<file path="config.mk">
export PLATFORM = sky130hd
export DESIGN_NAME = v2f_limb_alu
export DESIGN_NICKNAME = d
export VERILOG_FILES = /design/src/rtl/v2f_limb_alu_pkg.sv /design/src/rtl/v2f_limb_slice.sv /design/src/rtl/v2f_limb_alu.sv
export SDC_FILE = /design/constraint.sdc
export NUM_CORES = 1
export LEC_CHECK = 0
export ABC_AREA = 1
export BUFFER_PORTS_ARGS = -buffer_cell sky130_fd_sc_hd__buf_2
export CORE_ASPECT_RATIO = 1.2
export CORE_MARGIN = 2
export CORE_UTILIZATION = 55
export DETAILED_ROUTE_END_ITERATION = 8
export PLACE_DENSITY = 0.77
export SETUP_SLACK_MARGIN = 0.5
export SYNTH_ARGS = -nofsm -noshare
export SYNTH_HDL_FRONTEND = slang
export SYNTH_SLANG_ARGS = --single-unit
export TNS_END_PERCENT = 5
</file>
<file path="constraint.sdc">
create_clock -name CLK -period 5.5 [get_ports CLK]
set_clock_uncertainty 0.15 [all_clocks]
set_input_delay 0 -clock CLK [delete_from_list [all_inputs] [get_ports CLK]]
set_output_delay 0 -clock CLK [all_outputs]
set_load 0.05 [all_outputs]
</file>
<file path="src/rtl/v2f_limb_alu_pkg.sv">
// Shared types and constants for the limb-serial wide add/sub/compare unit.
package v2f_pkg;

    localparam int V2F_LIMB = 31;

    typedef enum logic [1:0] {
        V2F_OP_ADD = 2'd0,
        V2F_OP_SUB = 2'd1,
        V2F_OP_EQ  = 2'd2,
        V2F_OP_LT  = 2'd3
    } v2f_op_e;

    typedef enum logic [1:0] {
        ST_IDLE = 2'd0,
        ST_RUN  = 2'd1,
        ST_DONE = 2'd2
    } v2f_state_e;

    function automatic int v2f_cdiv(input int n, input int d);
        return (n + d - 1) / d;
    endfunction

endpackage

</file>
<file path="src/rtl/v2f_limb_slice.sv">
// Combinational single-limb adder. For the top limb only the low TOP_W bits
// take part, and the carry is taken at bit TOP_W.
module v2f_limb_slice #(
    parameter int W     = 31,
    parameter int TOP_W = 31
) (
    input  logic [W-1:0] a,
    input  logic [W-1:0] b,
    input  logic         inv_b,
    input  logic         cin,
    input  logic         is_top,
    output logic [W-1:0] sum,
    output logic         cout,
    output logic         eq
);

    localparam logic [W-1:0] TOP_MASK = {W{1'b1}} >> (W - TOP_W);

    logic [W-1:0] mask;
    logic [W-1:0] a_m;
    logic [W-1:0] b_m;
    logic [W:0]   s;

    always_comb begin
        mask = is_top ? TOP_MASK : {W{1'b1}};
        a_m  = a & mask;
        b_m  = (inv_b ? ~b : b) & mask;
        s    = {1'b0, a_m} + {1'b0, b_m} + {{W{1'b0}}, cin};
        sum  = s[W-1:0];
        cout = is_top ? s[TOP_W] : s[W];
        eq   = (a_m == (b & mask));
    end

endmodule

</file>
<file path="src/rtl/v2f_limb_alu.sv">
// Limb-serial add/sub/eq/lt for operands wider than one combinator signal.
// Optional saturation of ADD/SUB is built when V2F_LIMB_ALU_SAT_EN is defined.
module v2f_limb_alu
    import v2f_pkg::*;
#(
    parameter int WIDTH  = 64,
    parameter int SIGNED = 0,
    parameter int LIMB   = V2F_LIMB,
    parameter int NLIMB  = v2f_cdiv(WIDTH, LIMB)
) (
    input  logic             CLK,
    input  logic             ARST_N,
    input  logic             IN_VALID,
    output logic             IN_READY,
    input  logic [1:0]       OP,
    input  logic [WIDTH-1:0] A,
    input  logic [WIDTH-1:0] B,
    output logic             OUT_VALID,
    input  logic             OUT_READY,
    output logic [WIDTH-1:0] Y,
    output logic             FLAG
);

    localparam int XW   = NLIMB * LIMB;
    localparam int TOPW = WIDTH - (NLIMB - 1) * LIMB;
    localparam int CW   = (NLIMB > 1) ? $clog2(NLIMB) : 1;

    v2f_state_e       state;
    v2f_op_e          op_q;
    logic [CW-1:0]    cnt;
    logic             carry;
    logic             eq_acc;
    logic [XW-1:0]    a_q;
    logic [XW-1:0]    b_q;
    logic [XW-1:0]    acc;
    logic [XW-1:0]    res_w;
    logic [LIMB-1:0]  sum_l;
    logic             cout_l;
    logic             eq_l;
    logic             is_top;
    logic             inv_b;
    logic [WIDTH-1:0] fin_y;
    logic             fin_f;
    logic             fin_lt;

`ifdef V2F_LIMB_ALU_SAT_EN
    // Returns {clamped, value}; when nothing clamps, the flag is carry/borrow.
    function automatic logic [WIDTH:0] sat_fn(input v2f_op_e op, input logic [WIDTH-1:0] r,
                                              input logic c, input logic am, input logic bm);
        logic             ovf;
        logic [WIDTH-1:0] maxv;
        maxv = {WIDTH{1'b1}} >> 1;
        if (SIGNED != 0) begin
            ovf = (op == V2F_OP_ADD) ? (am == bm && r[WIDTH-1] != am)
                                     : (am != bm && r[WIDTH-1] != am);
            if (ovf) return {1'b1, am ? ~maxv : maxv};
        end else begin
            if (op == V2F_OP_ADD && c)  return {1'b1, {WIDTH{1'b1}}};
            if (op == V2F_OP_SUB && !c) return {1'b1, {WIDTH{1'b0}}};
        end
        return {(op == V2F_OP_ADD) ? c : ~c, r};
    endfunction
`endif

    assign is_top = (int'(cnt) == NLIMB - 1);
    assign inv_b  = (op_q == V2F_OP_SUB) || (op_q == V2F_OP_LT);

    v2f_limb_slice #(.W(LIMB), .TOP_W(TOPW)) u_slice (
        .a      (a_q[int'(cnt)*LIMB +: LIMB]),
        .b      (b_q[int'(cnt)*LIMB +: LIMB]),
        .inv_b  (inv_b),
        .cin    (carry),
        .is_top (is_top),
        .sum    (sum_l),
        .cout   (cout_l),
        .eq     (eq_l)
    );

    // Result as it stands once the current limb is merged in; only the
    // top-limb cycle uses the finalised value.
    always_comb begin
        res_w = acc;
        res_w[int'(cnt)*LIMB +: LIMB] = sum_l;
        fin_lt = (SIGNED != 0 && a_q[WIDTH-1] != b_q[WIDTH-1]) ? a_q[WIDTH-1] : ~cout_l;
        fin_y  = res_w[WIDTH-1:0];
        fin_f  = cout_l;
        case (op_q)
            V2F_OP_ADD: fin_f = cout_l;
            V2F_OP_SUB: fin_f = ~cout_l;
            V2F_OP_EQ: begin
                fin_y = WIDTH'(eq_acc & eq_l);
                fin_f = eq_acc & eq_l;
            end
            default: begin
                fin_y = WIDTH'(fin_lt);
                fin_f = fin_lt;
            end
        endcase
`ifdef V2F_LIMB_ALU_SAT_EN
        if (op_q == V2F_OP_ADD || op_q == V2F_OP_SUB)
            {fin_f, fin_y} = sat_fn(op_q, res_w[WIDTH-1:0], cout_l, a_q[WIDTH-1], b_q[WIDTH-1]);
`endif
    end

    always_ff @(posedge CLK or negedge ARST_N) begin
        if (!ARST_N) begin
            state     <= ST_IDLE;
            op_q      <= V2F_OP_ADD;
            IN_READY  <= 1'b1;
            OUT_VALID <= 1'b0;
            Y         <= '0;
            FLAG      <= 1'b0;
            cnt       <= '0;
            carry     <= 1'b0;
            eq_acc    <= 1'b1;
            a_q       <= '0;
            b_q       <= '0;
            acc       <= '0;
        end else begin
            case (state)
                ST_IDLE: begin
                    if (IN_VALID) begin
                        a_q      <= XW'(A);
                        b_q      <= XW'(B);
                        op_q     <= v2f_op_e'(OP);
                        carry    <= (OP == V2F_OP_SUB) || (OP == V2F_OP_LT);
                        eq_acc   <= 1'b1;
                        cnt      <= '0;
                        IN_READY <= 1'b0;
                        state    <= ST_RUN;
                    end
                end
                ST_RUN: begin
                    acc    <= res_w;
                    carry  <= cout_l;
                    eq_acc <= eq_acc & eq_l;
                    if (is_top) begin
                        Y         <= fin_y;
                        FLAG      <= fin_f;
                        OUT_VALID <= 1'b1;
                        state     <= ST_DONE;
                    end else begin
                        cnt <= cnt + 1'b1;
                    end
                end
                ST_DONE: begin
                    if (OUT_READY) begin
                        OUT_VALID <= 1'b0;
                        IN_READY  <= 1'b1;
                        state     <= ST_IDLE;
                    end
                end
                default: state <= ST_IDLE;
            endcase
        end
    end

endmodule
</file>
==> metrics.md, run 1 <==
| Metric | Value |
|---|---|
| Final Hold Fails | 0 |
| Max-slew headroom | 34.9% |
| CTS resizes | 0 |
| DRT iter0 DRCs | 1423 |
| DRT Wirelength | 50500 microns |
| Initial core utilization | 55.9% |
| Clock root buffer | clkbuf_16 |
| Async S/R FF share, synth | 100% |
| Vias per cell | 5.51 |
| DRC violations left | 0 |
| Antenna Nets Post-Route | 0 |
| Vias in the first global route | 15500 |
| Post-Syn Nets | 2310 |
| GRT Overall Usage | 35.2% |
| Post-layout nets | 2621 |
| Clock buffer depth | 3 |
| Worst-path fanout max | 67 |
| Fillers | 2180 |
| Tmin final | 4.37 ns |
| IO Pins | 201 |
| Hold WC Path Type | in -> reg |
| Die X | 155 microns |
| Cells after Synth | 2140 |
| First-pass GRT wire length | 80300 microns |
| Clk_lat worst skew | 0.54 ns |
| Sequential area share after synthesis | 44.2% |
| CTS tree | built |
| Synth Register Bits | 267 |
| Synth unique cells | 43 |
| Dpl hpwl | 31300 microns |
| Status | finished, final reports clean |
| Total of max-cap violations | 0 |
| Worst-path clk slew | 0.06 ns |
| H-Tree Depth | 1 |
| Number of enable flip-flop cells after synthesis | 0 |
| FF-to-FF setup slack | 1.13 ns |
| Overflow after GRT | 0 |
| Crit path kind | reg -> reg |
| CTS Buf Count | 26 |
| Die Y | 186 microns |
| Startpoint type of the worst setup path | flop |
| Num Clock Sinks | 267 |
| Synth Warn # | 0 |
| Area Growth Syn to Fin | 24.0% |
| Slew @ Worst Pin | 0.966 ns |
| Largest net degree at the start of global routing | 129 |
| CP Data Required Time | 5.82 ns |
| Setup TNS | 0 ns |
| Ratio of cells with drive above 1 in the final layout | 12.0% |
| RSZ-0062 raised after global routing | false |
| Achievable Freq | 229 MHz |
| RD Place Congestion | 0.942 |
| Dominant synthesized flop cell | dfrtp_1 |
| CP Capture Type | flop |
| I/O Buffers | 200 |
| Syn avg cell area | 7.07 sq um |
| DR vias | 15500 |
| Register Area | 0.00669 sq mm |
| Die area | 0.0289 sq mm |
| Row count | 66 |
| Tcrit/Tclk final | 79.5% |
| Setup violations, final | 0 |
| Multi-input gate area | 0.00735 sq mm |
| Core area | 0.0271 sq mm |
| Routed length per instance | 18.0 microns |
| Cell Area, Synth | 0.0151 sq mm |
| TritonRoute pass-1 iters | 5 |
| Initial antenna violation count | 2 |
| Worst path arrival time | 4.69 ns |
| Slew Limit Fails | 0 |
==> cell usage in the layout, fill, tap and decap left out, types with 3 or more instances in the layout <==
master / instances
buf_2: 199
a21oi_1: 37
or2_2: 5
xor2_1: 35
buf_4: 14
o21bai_1: 5
nand4_1: 21
nand2_2: 6
inv_2: 7
a21o_1: 3
inv_1: 153
nor3_1: 7
o21a_1: 3
nor2_2: 6
clkbuf_1: 7
nor2_1: 194
o21ai_2: 4
nand3_1: 85
o21ai_1: 31
dfrtp_1: 264
diode_2: 3
nor2_4: 9
xnor2_1: 9
o21ai_0: 133
nand3b_1: 10
a22o_1: 6
dlygate4sd3_1: 167
o22ai_1: 8
clkinv_2: 4
clkbuf_16: 27
ha_1: 34
nand2_1: 930
a31oi_1: 16
clkbuf_8: 3
==> through the flow <==
step	instance area (sq um)	instances	hold slack [ns]	util, %	setup slack (ns)
detailed placement	16200	2595	-0.0923	60.0	1.26
floorplan	15100	2140	-0.446	-	1.82
CTS	18800	2806	0.00154	69.3	1.22
global placement	16200	2595	-0.0900	60.0	1.40
finish	18800	2809	0.0323	69.3	1.13
global route	18800	2808	0.0672	69.3	0.757
==> final cells by class <==
cell class                 count  area share (%)
multi-input combinational   1608            39.2
sequential                   267            35.6
timing repair buffer         384            15.2
clock buffer                  37            3.96
inverter                     164            3.31
tap                          340            2.27
clock inverter                 6           0.427
antenna                        3          0.0400
==> registers in the layout, indices dropped and copies added (netlist names) <==
signal / cells
op_q: 2
b_q: 64
IN_READY: 1
OUT_VALID: 1
a_q: 64
carry: 1
FLAG: 1
cnt: 2
acc: 64
state: 2
Y: 64
eq_acc: 1
==> critical path: stages, from the launching register on <==
cell      delay (ns)
dfrtp_2         0.53
buf_4           0.61
nand2_1         0.12
nand3_1         0.10
nand2_1         0.12
xor2_1          0.18
fa_1            0.44
fa_1            0.45
nor3_1          0.22
nor2_1          0.10
o21ai_1         0.55
nand2_1         0.18
nand3b_1        0.16
nand3_1         0.10
nand2_1         0.09
nand2_1         0.07
nand2_1         0.11
==> cell families after synthesis <==
kind of cell,synth area share (%)
AOI/OAI and AO/OA,8.96
buffers and inverters,7.33
xor gates and xnor gates,2.55
DFF,44.2
and+or+nand+nor,33.9
adders and majority gates,3.08
==> worst paths after layout <==
kind | startpoint | depth (start not counted) | endpoint
min | IN_VALID | 5 | b_q[5]
max in group asynchronous | ARST_N | 4 | b_q[26]
min in group asynchronous | ARST_N | 3 | eq_acc
max | cnt[0] | 16 | acc[22]
max reg2reg | cnt[0] | 16 | acc[22]
min reg2reg | Y[58] | 2 | Y[58]
==> routing by layer <==
layer / vias to the layer above / track usage, % / share of wire (%)
met1: 7217 / 42.9 / 39
met3: 190 / 4.21 / 6.6
li1: 7310 / - / -
met5: - / 0 / 0
met2: 773 / 61.5 / 49
met4: 0 / 18.1 / 5.8
==> synth_stat cells (2+ instances only) <==
cell / n / area share, %
nand3_1: 85 / 2.8
nand3b_1: 10 / 0.50
nand2_2: 5 / 0.21
buf_6: 8 / 0.60
nor2_2: 6 / 0.25
a22oi_1: 2 / 0.099
nor2_1: 195 / 4.8
buf_4: 3 / 0.15
a21o_1: 3 / 0.15
nor3_1: 7 / 0.23
inv_1: 156 / 3.9
or2_2: 5 / 0.21
o22ai_1: 8 / 0.33
and3_1: 2 / 0.083
xnor2_1: 9 / 0.52
nor2_4: 8 / 0.60
fa_1: 2 / 0.26
buf_1: 9 / 0.22
o21ai_2: 4 / 0.23
a22o_1: 6 / 0.35
o21ai_0: 133 / 4.4
buf_2: 23 / 0.76
inv_2: 6 / 0.15
nand2_1: 931 / 23
o21a_1: 3 / 0.15
ha_1: 34 / 2.8
o21bai_1: 5 / 0.25
clkbuf_1: 57 / 1.4
a31oi_1: 16 / 0.66
nand4_1: 21 / 0.87
xor2_1: 35 / 2.0
a21oi_1: 37 / 1.2
dfrtp_1: 265 / 44
dfstp_2: 2 / 0.35
o21ai_1: 31 / 1.0
==> repair_timing <==
item,CTS,global route
setup buffers,0,0
hold buffers,168,0
endpoints found under the hold margin,234,0
Power of run 1 is left out: the tool's default activity adds up to more than one toggle a clock period on the data nets, which glitch-free logic cannot reach.
==> inputs of run 2 (changes only) <==
--- a/config.mk
+++ b/config.mk
@@ -9,7 +9,7 @@
 export BUFFER_PORTS_ARGS = -buffer_cell sky130_fd_sc_hd__buf_2
 export CORE_ASPECT_RATIO = 1.2
 export CORE_MARGIN = 2
-export CORE_UTILIZATION = 55
+export CORE_UTILIZATION = 53
 export DETAILED_ROUTE_END_ITERATION = 8
 export PLACE_DENSITY = 0.77
 export SETUP_SLACK_MARGIN = 0.5
==> constraint.sdc (replaced) <==
create_clock -name CLK -period 3.85 [get_ports CLK]
set_clock_uncertainty 0.15 [all_clocks]
set_input_delay 0 -clock CLK [delete_from_list [all_inputs] [get_ports CLK]]
set_output_delay 0 -clock CLK [all_outputs]
set_load 0.05 [all_outputs]
==> run 2 against run 1 <==
  * Register-to-register slack got worse by 0.57 ns
  * Setup slack got worse by 0.57 ns
  * Routed wire length rose by 0.66%
  * Design area rose by 5.7%
  * Critical path depth rose by 3
  * Utilization rose by 1.5 points
  * Sequential cell count did not move
  * First-iteration DRC count fell by 17%
  * Global-route usage fell by 2.9 points
  * Sequential share of layout area fell by 1.9 points
  * Via count rose by 1.9%
==> metrics.md, run 2 (synthesis results as in run 1) <==
| Metric | Value |
|---|---|
| Vias per cell | 5.48 (was 5.51) |
| Crit path kind | reg -> reg (unchanged) |
| First-pass GRT wire length | 76600 microns (was 80300 microns) |
| Die area | 0.0299 sq mm (was 0.0289 sq mm) |
| Worst path bufs/invs | 4 (was 1) |
| Ratio of cells with drive above 1 in the final layout | 19.7% (was 12.0%) |
| Initial antenna violation count | 4 (was 2) |
| Tmin final | 3.29 ns (was 4.37 ns) |
| Final non-filler cell area | 0.0198 sq mm (was 0.0188 sq mm) |
| Hold WC Path Type | in -> reg (unchanged) |
| DRT Wirelength | 50800 microns (was 50500 microns) |
| Die Y | 189 microns (was 186 microns) |
| Tcrit/Tclk final | 85.5% (was 79.5%) |
| CP delay by family, top | simple AND/OR/NAND/NOR gates (unchanged) |
| Most frequent cells in the layout | nand2_1 (897), dfrtp_1 (264), buf_2 (199), nor2_1 (174), inv_1 (152) (was nand2_1 (930), dfrtp_1 (264), buf_2 (199), nor2_1 (194), dlygate4sd3_1 (167)) |
| Area Growth Syn to Fin | 31.0% (was 24.0%) |
| CP Data Required Time | 4.13 ns (was 5.82 ns) |
| TritonRoute pass-1 iters | 6 (was 5) |
| Slew Limit Fails | 0 (unchanged) |
| CTS tree | built (unchanged) |
| Slew @ Worst Pin | 0.886 ns (was 0.966 ns) |
| Final WS setup | 0.559 ns (was 1.13 ns) |
| Die X | 158 microns (was 155 microns) |
| DR vias | 15800 (was 15500) |
| Startpoint type of the worst setup path | flop (unchanged) |
| Setup violations, final | 0 (unchanged) |
| Overflow after GRT | 0 (unchanged) |
| Most frequent CP cell | nand2_1 (unchanged) |
| Status | finished, final reports clean (unchanged) |
| Final Hold Fails | 0 (unchanged) |
| Most common cell after layout, fill and taps aside | nand2_1 (unchanged) |
| Core area | 0.0280 sq mm (was 0.0271 sq mm) |
| Dpl hpwl | 31500 microns (was 31300 microns) |
| Initial core utilization | 54.0% (was 55.9%) |
| CP Capture Type | flop (unchanged) |
| H-Tree Depth | 1 (unchanged) |
| Worst path arrival time | 3.57 ns (was 4.69 ns) |
| Clock root buffer | clkbuf_16 (unchanged) |
| CTS Buf Count | 27 (was 26) |
| Max-slew headroom | 40.9% (was 34.9%) |
| DRT iter0 DRCs | 1183 (was 1423) |
| CP max stage cell | dfrtp_1 (was buf_4) |
| Max incr delay on CP | 0.42 ns (was 0.61 ns) |
| Total of max-cap violations | 0 (unchanged) |
| Achievable Freq | 304 MHz (was 229 MHz) |
| RD Place Congestion | 0.986 (was 0.942) |
| Worst-path fanout max | 8 (was 67) |
| Routed length per instance | 17.6 microns (was 18.0 microns) |
| GRT Overall Usage | 32.3% (was 35.2%) |
| Placed cell areas | 0.0164 sq mm (was 0.0162 sq mm) |
| Largest net degree at the start of global routing | 105 (was 129) |
| RSZ-0062 raised after global routing | true (was false) |
| Clk_lat worst skew | 0.54 ns (about the same) |
| IO Pins | 201 (unchanged) |
| Vias in the first global route | 15100 (was 15500) |
| Antenna Nets Post-Route | 0 (unchanged) |
| Fillers | 2208 (was 2180) |
| Post-layout nets | 2653 (was 2621) |
| I/O Buffers | 200 (unchanged) |
| Num Clock Sinks | 267 (unchanged) |
| Clock buffer depth | 3 (unchanged) |
| Pre-CTS setup slack | 0.180 ns (was 1.26 ns) |
| Worst-path clk slew | 0.06 ns (about the same) |
| Crit-path cells | buf_6, ha_4, nor2_4, clkbuf_16, o21ai_0, nor2_1, ha_1, nand2_1, inv_1, nand2_1, nand3_1, a21oi_1, o21ai_1, buf_4, or2_2, nand3_2, nand2_1, nand2_1, nand2_1 (was buf_4, nand2_1, nand3_1, nand2_1, xor2_1, fa_1, fa_1, nor3_1, nor2_1, o21ai_1, nand2_1, nand3b_1, nand3_1, nand2_1, nand2_1, nand2_1) |
| Setup TNS | 0 ns (unchanged) |
| DRC violations left | 0 (unchanged) |
| Row count | 67 (was 66) |
-- run 2: changes by cell type in the layout (fill, tap and decap cells not counted), moves of 17 or more --
| cell | delta |
|---|---|
| nand2_1 | -33 |
| ha_1 | -20 |
| nand2_2 | +32 |
| nor2_1 | -20 |
| nor2_2 | +17 |
| a21oi_2 | +22 |
| dlygate4sd3_1 | -30 |
| a21oi_1 | -25 |
| buf_4 | +42 |
-- run 2: path summary, 6_finish.rpt --
kind                         from      end  slack [ns]  cells past startpoint
max                        cnt[1]    Y[44]        0.56                     19
min                          A[1]   a_q[1]        0.04                      4
max reg2reg                cnt[1]    Y[44]        0.56                     19
min reg2reg                 Y[13]    Y[13]        0.33                      2
max in group asynchronous  ARST_N  a_q[11]        2.19                      4
min in group asynchronous  ARST_N  acc[41]        0.41                      3
-- run 2: repair_timing --
item / 4_1_cts / 5_1_grt
endpoints found under the hold margin: 311 / 0
cloned: 0 / 6
buffers inserted: 0 / 44
setup endpoints to repair: 43 / 104
hold buffers: 138 / 0
gates resized for setup: 5 / 177
pin swaps: 0 / 67
-- run 2: routing by layer --
layer,track usage (%),vias up,wire (microns)
met5,0,-,0
met4,15.8,0,2930
met3,3.71,197,3350
met2,55.1,744,24800
met1,40.5,7468,19700
li1,-,7378,-
-- run 2: worst min-delay path, cell delays in order --
cell,delay [ns]
dlygate4sd3_1,0.51
buf_2,0.10
nand2_1,0.04
nand2_1,0.04
-- run 2: stage by stage --
stage	std cells	util (%)	hold WS [ns]
CTS	2828	66.6	0.0260
global route	2882	70.8	0.0464
detailed placement	2645	58.7	-0.0468
global placement	2645	58.7	-0.0486
floorplan	2140	-	-0.446
finish	2883	70.8	0.0446
-- run 2: cell type report --
class                           count  area [sq um]  area share [%]
Clock buffer                       38           757            3.82
Tap cell                          379           474            2.39
Multi-Input combinational cell   1608          8020            40.5
Inverter                          164           629            3.17
Clock inverter                      7          45.0           0.227
Antenna cell                        5          12.5          0.0631
Timing Repair Buffer              414          3200            16.1
Sequential cell                   267          6690            33.7
Timing Repair inverter              1          6.26          0.0315
Power of run 2 is left out for the same reason.
